$ cat config.mk
export PLATFORM = sky130hd
export DESIGN_NAME = byte_transpose_stream
export DESIGN_NICKNAME = d
export VERILOG_FILES = /design/src/rtl/byte_transpose_stream.sv
export SDC_FILE = /design/constraint.sdc
export NUM_CORES = 1
export LEC_CHECK = 0
export ABC_AREA = 1
export BUFFER_PORTS_ARGS = -buffer_cell sky130_fd_sc_hd__buf_4
export CAP_MARGIN = 25
export CORE_MARGIN = 8
export CORE_UTILIZATION = 58
export CTS_CLUSTER_DIAMETER = 40
export DETAILED_ROUTE_END_ITERATION = 12
export GPL_ROUTABILITY_DRIVEN = 1
export PLACE_DENSITY = 0.85
export SLEW_MARGIN = 0
export SYNTH_ARGS = -nofsm -noshare
export SYNTH_HDL_FRONTEND = slang
export SYNTH_SLANG_ARGS = --single-unit
$ cat constraint.sdc
create_clock -name clk -period 32.6 [get_ports clk]
set_input_delay 3.26 -clock clk [delete_from_list [all_inputs] [get_ports clk]]
set_output_delay 3.26 -clock clk [all_outputs]
set_load 0.05 [all_outputs]
$ cat src/rtl/byte_transpose_stream.sv
// Lane permutation (forward/inverse transpose or bypass) of a NUM_ROWS x NUM_COLS
// byte matrix, followed by a 2-entry output FIFO with a registered ready/valid interface.
module byte_transpose_stream #(
    parameter int NUM_ROWS = 4,
    parameter int NUM_COLS = 4,
    parameter int BYTE_W   = 8,
    parameter int CNT_W    = 32
) (
    input  logic                                 clk,
    input  logic                                 rst,
    input  logic                                 in_valid,
    output logic                                 in_ready,
    input  logic [NUM_ROWS*NUM_COLS*BYTE_W-1:0]  in_data,
    input  logic [1:0]                           in_mode,
    output logic                                 out_valid,
    input  logic                                 out_ready,
    output logic [NUM_ROWS*NUM_COLS*BYTE_W-1:0]  out_data,
    output logic [CNT_W-1:0]                     blk_cnt
);

    localparam int N      = NUM_ROWS * NUM_COLS;
    localparam int DATA_W = N * BYTE_W;

    logic [DATA_W-1:0] fwd_data;
    logic [DATA_W-1:0] inv_data;
    logic [DATA_W-1:0] perm_data;

    logic [DATA_W-1:0] mem [0:1];
    logic              wr_ptr;
    logic              rd_ptr;
    logic [1:0]        count;
    logic [1:0]        count_next;
    logic              in_ready_q;
    logic [CNT_W-1:0]  blk_cnt_q;
    logic              push;
    logic              pop;

    // Source lane indices are elaboration-time constants, so the permutation is pure wiring.
    for (genvar k = 0; k < N; k++) begin : g_lane
        localparam int FWD_SRC = (k % NUM_ROWS) * NUM_COLS + (k / NUM_ROWS);
        localparam int INV_SRC = (k % NUM_COLS) * NUM_ROWS + (k / NUM_COLS);
        assign fwd_data[k*BYTE_W +: BYTE_W] = in_data[FWD_SRC*BYTE_W +: BYTE_W];
        assign inv_data[k*BYTE_W +: BYTE_W] = in_data[INV_SRC*BYTE_W +: BYTE_W];
    end

    always_comb begin
        perm_data = in_data;
        case (in_mode)
            2'b00:   perm_data = fwd_data;
            2'b01:   perm_data = inv_data;
            default: perm_data = in_data;
        endcase
    end

    assign push = in_valid && in_ready_q;
    assign pop  = out_valid && out_ready;

    always_comb begin
        count_next = count;
        case ({push, pop})
            2'b10:   count_next = count + 2'd1;
            2'b01:   count_next = count - 2'd1;
            default: count_next = count;
        endcase
    end

    // in_ready is precomputed from the next occupancy so it never depends on out_ready combinationally.
    always_ff @(posedge clk) begin
        if (rst) begin
            count      <= 2'd0;
            wr_ptr     <= 1'b0;
            rd_ptr     <= 1'b0;
            in_ready_q <= 1'b0;
            blk_cnt_q  <= '0;
        end else begin
            count      <= count_next;
            in_ready_q <= (count_next != 2'd2);
            if (push) begin
                wr_ptr <= ~wr_ptr;
            end
            if (pop) begin
                rd_ptr    <= ~rd_ptr;
                blk_cnt_q <= blk_cnt_q + {{(CNT_W-1){1'b0}}, 1'b1};
            end
        end
    end

    always_ff @(posedge clk) begin
        if (!rst && push) begin
            mem[wr_ptr] <= perm_data;
        end
    end

    assign in_ready  = in_ready_q;
    assign out_valid = (count != 2'd0);
    assign out_data  = mem[rd_ptr];
    assign blk_cnt   = blk_cnt_q;

endmodule

## After elaboration in Yosys (flattened, before gate mapping)

Memory sizes are Yosys's and may differ from the RTL's. A register that Yosys moved wholly into a read port is not among the register bits.
Cells that the tools add are included.

- Register bits: 37
- RAM bits: 256
- Bits of input ports: 134
- Output and inout port bits: 162
- Memories kept: 1

Memories:

| memory | depth | bits a word | rd ports | clocked after memory_dff | wr ports | RTL line | text |
|---|---|---|---|---|---|---|---|
| mem | 2 | 128 | 1 | 1 | 1 | 28 | `logic [DATA_W-1:0] mem [0:1];` |

- Add/sub/neg operators: 3
- Equal/unequal tests: 4
- Multiplexer cells: 6
- Bitwise gates (word level): 2
- Reductions and logical operators: 7

Operators by type and width:

| cell | count |
|---|---|
| 120-bit 2-to-1 mux | 1 |
| 32-bit by 1-bit adder with 32-bit output, second input constant | 1 |
| 2-bit by 1-bit equality test with 1-bit output, second input constant | 2 |
| 1-bit 2-to-1 mux | 4 |
| 2-bit case mux with 2 select lines | 1 |
| 1-bit logical AND | 3 |
| 2-bit by 1-bit adder with 2-bit output, second input constant | 1 |
| 2-bit equality test, second input constant | 1 |
| 2-bit zero test | 1 |
| 2-bit != test, second input constant | 1 |
| 1-bit inverter | 2 |
| 2-bit nonzero test | 1 |
| 2-bit OR reduction | 1 |
| 2-bit by 1-bit subtractor with 2-bit output, second input constant | 1 |
| 1-bit zero test | 1 |

## Logic depth before layout (Yosys ltp)

- Word-level depth: 5
- Mapped depth: 10

## Worst setup path before layout

Ideal clock, no wire load.

- Path type: input port to flip-flop
- From: input rst
- To: memory mem[1][0] (netlist bit) (enable)
- Arrival time: 12.146 ns
- Data required time: 31.829 ns
- Slack: 19.683 ns
- Stages: 2
- Cell sequence: clkbuf_1 nor3_1

- Longest elaborated chain between the ends: 4

RTL lines:

| what | RTL line | text |
|---|---|---|
| from (decl) | 10 | `input logic rst,` |
| 1-bit zero test | 89 | `if (!rst && push) begin` |
| 1-bit logical AND | 89 |  |
| 1-bit 2-to-1 mux | 89 |  |
| 1-bit 2-to-1 mux (implied by the code) | 90 | `mem[wr_ptr] <= perm_data;` |
| to (decl) | 28 |  |

Every way passes these cells.

==> summary.txt <==
Layout Cell Area excl Fill -> 0.01611 mm^2
power density relative to cell area -> 70.76 mW/mm^2
CP Max Fanout -> 52
Syn Nets -> 1099
Synth Area in XOR/XNOR -> 0.2130%
share of power burned in registers -> 38.8%
part of the cycle the worst path needs -> 18.42%
Setup CP Type -> reg -> out
required time worst endpoint -> 29340 ps
wire length per cell after detailed routing -> 18.65 um
warning count from the yosys run -> 0
total standard cell area after synthesis -> 0.01233 mm^2
global-route wire length before repair -> 44700 um
run status -> completed
path class of the lowest-slack min-delay path -> reg -> reg
area delta synth->final -> 30.66%
pin count of the biggest net entering global routing -> 117
Max Transition Viols Final -> 0
# nets final -> 1404
TritonCTS clock tree -> done
number of gates resized after CTS -> 0
Design Power -> 1.140 mW
reported net switching power -> 0.3623 mW
fraction of layout instances using a drive strength above 1 -> 40.32%
actual slew at the worst max-slew pin -> 783.3 ps
minimum setup slack in the final design -> 26590 ps
final hold violation count -> 0
leading register cell type out of synthesis -> sky130_fd_sc_hd__edfxtp_1
portion of total power attributed to combinational logic -> 25.9%
peak supply drop -> 0.04514 mV
clock network power share -> 35.3%
number of enable flip-flop cells after synthesis -> 256
die area -> 0.02619 mm^2
via count of the routed design -> 8428
post-synthesis compound-gate area fraction -> 5.600%
startpoint types -> flip-flop
Cells after DPL -> 1499
start point of the worst min-delay path -> rd_ptr
leading cell type in the layout, fill and taps excluded -> sky130_fd_sc_hd__buf_4
portion of netlist area occupied by mux cells -> 11.69%
die width -> 161.8 um
Clock Root Buffer -> sky130_fd_sc_hd__clkbuf_16
summed negative setup slack over all endpoints -> 0 ps
post-route non-filler standard cell count -> 1572
count of nets left with antenna violations after detail routing -> 0
placement-stage worst setup slack -> 26890 ps
Num CTS Buffers -> 38
fill cell total of the finished layout -> 1297
highest achievable clock rate -> 0.1665 GHz
Overall Global Routing Usage -> 21.63%
post-synthesis cell count -> 963
Arr. time, crit path -> 2750 ps
Placed Instance Area -> 0.01477 mm^2
number of diodes -> 0
worst reg2reg startpoint -> wr_ptr
Avg Vias per Cell -> 5.361
Starting Density -> 58.85%
number of buffers added for setup after CTS -> 0
Detailed Route WL -> 29320 um
Layout Utilization -> 76.90%
final worst hold slack -> 456.5 ps
IO Pins -> 296
minimum clock period -> 6006 ps
area taken by flip-flops and latches -> 0.008452 mm^2
area share of and/or/nand/nor cells after synthesis -> 9.729%
number of iterations in the first detailed-routing pass -> 5
synthesized area per cell -> 12.81 um^2
DRC marker count from the first detailed-route iteration -> 477
clk slew on worst S/H paths -> 50 ps
sequential-to-total area share from yosys stat -> 68.50%
Hold-fix buffers, CTS -> 0
post-synth top area share -> 62.33%
Area contributors post-synth -> sky130_fd_sc_hd__edfxtp_1 62%, sky130_fd_sc_hd__mux2_2 12%, sky130_fd_sc_hd__dfxtp_1 6.2%, sky130_fd_sc_hd__nand2_1 3.5%, sky130_fd_sc_hd__nor2_1 3.0%
cell leakage power -> 6.257 nW
share of flip-flops with an asynchronous set or reset -> 0%
dominant cell type by area after synthesis -> sky130_fd_sc_hd__edfxtp_1
initial antenna violation count -> 0
core outline area -> 0.02096 mm^2
H-tree depth -> 2
Finish-stage setup viols -> 0
internal power -> 0.7779 mW
Max-Cap Viols -> 0
insertion delay of the later-clocked pin in the worst-skew pair -> 510 ps
RePlAce Congestion -> 0.8975
synthesized-area fraction occupied by adder cells -> 0.2029%
number of global-route vias before repair -> 8468
combined area of the multi-input logic cells -> 0.003396 mm^2
kind of end point of the critical path -> output port
half-perimeter wire length of the detailed placement result -> 19810 um
count of buffers from port buffering -> 294
number of synthesized register bits -> 294
distinct cell type count after synthesis -> 31
Switching Share -> 31.77%
number of rows in the core area -> 53
highest-count cells in the layout ignoring fill and taps -> 300 x sky130_fd_sc_hd__buf_4, 256 x sky130_fd_sc_hd__edfxtp_1, 128 x sky130_fd_sc_hd__mux2_2, 115 x sky130_fd_sc_hd__nand2_1, 98 x sky130_fd_sc_hd__nor2_1
dominant combinational cell family by area after synthesis -> multiplexers
die height -> 161.8 um
DRC -> 0
number of buffers on the longest clock path -> 3
worst setup skew after layout -> 15.84 ps
Slew headroom -> 47.45%
setup repair after global routing missed its margin -> no
total gr overflow -> 0
Clock Sinks -> 294
critical path, cell delays in order, from the launching register on:
cell                      delay [ps]
sky130_fd_sc_hd__dfxtp_4         680
sky130_fd_sc_hd__buf_12          300
sky130_fd_sc_hd__buf_4           610
sky130_fd_sc_hd__mux2_2          420
sky130_fd_sc_hd__buf_4           190
power groups by stage:
stage          Sequential, mW  Combinational (mW)  Clock [mW]
2_1_floorplan           0.451               0.208           0
3_3_place_gp            0.455               0.285           0
3_5_place_dp            0.457               0.288           0
4_1_cts                 0.449               0.290       0.411
5_1_grt                 0.445               0.308       0.425
6_report                0.443               0.295       0.402
final cells by class:
cell class / instances / area share, %
clock buffers: 49 / 6.747
clock inverters: 20 / 1.002
inverters: 87 / 2.027
multi-input cells: 543 / 21.07
flip-flops and latches: 294 / 52.45
well taps: 275 / 2.135
repair buffers: 304 / 14.57
cells by family after synthesis:
logic type | count (synthesis)
compound gates | 134
xor+xnor | 3
flops | 294
mux | 128
buf+inv | 126
simple gates | 276
fa+ha+maj | 2
synthesized netlist by cell type, types with 2 or more instances:
master                     instances
sky130_fd_sc_hd__nor2_2           13
sky130_fd_sc_hd__buf_2            20
sky130_fd_sc_hd__dfxtp_1          38
sky130_fd_sc_hd__inv_1            86
sky130_fd_sc_hd__o21ai_0          59
sky130_fd_sc_hd__nand3_1          23
sky130_fd_sc_hd__clkbuf_1         17
sky130_fd_sc_hd__mux2_2          128
sky130_fd_sc_hd__nor2_4            3
sky130_fd_sc_hd__edfxtp_1        256
sky130_fd_sc_hd__nand2_1         115
sky130_fd_sc_hd__nand3_2           3
sky130_fd_sc_hd__nor2_1           99
sky130_fd_sc_hd__o21ai_2           3
sky130_fd_sc_hd__ha_1              2
sky130_fd_sc_hd__nor3_1            7
sky130_fd_sc_hd__nand4_1           5
sky130_fd_sc_hd__a21oi_1          69
sky130_fd_sc_hd__nand2_2           3
sky130_fd_sc_hd__xor2_1            3
registers in the layout, summed over array words and instances, names as in the netlist, named ones only:
register,cells
mem,256
blk_cnt,32
count,2
in_ready,1
rd_ptr,1
wr_ptr,1
final timing paths:
check	to	slack, ps	cells past startpoint
hold reg to reg	flip-flop	460	1
setup / recovery	out_data[60]	26590	4
setup reg to reg	mem[0][103]	30200	6
hold / removal	flip-flop	460	1
metal layers:
layer  wire length (um)  global-route usage (%)  vias to the layer above  part of all wire, %
met4               1135                   9.470                        0                  3.9
met2              15310                   38.32                      336                   52
met5                  0                       0                        -                    0
li1                   -                       -                     4013                    -
met3               2165                   5.442                       79                  7.4
met1              10710                   24.30                     4000                   37
(Power assumes the default switching activity.)
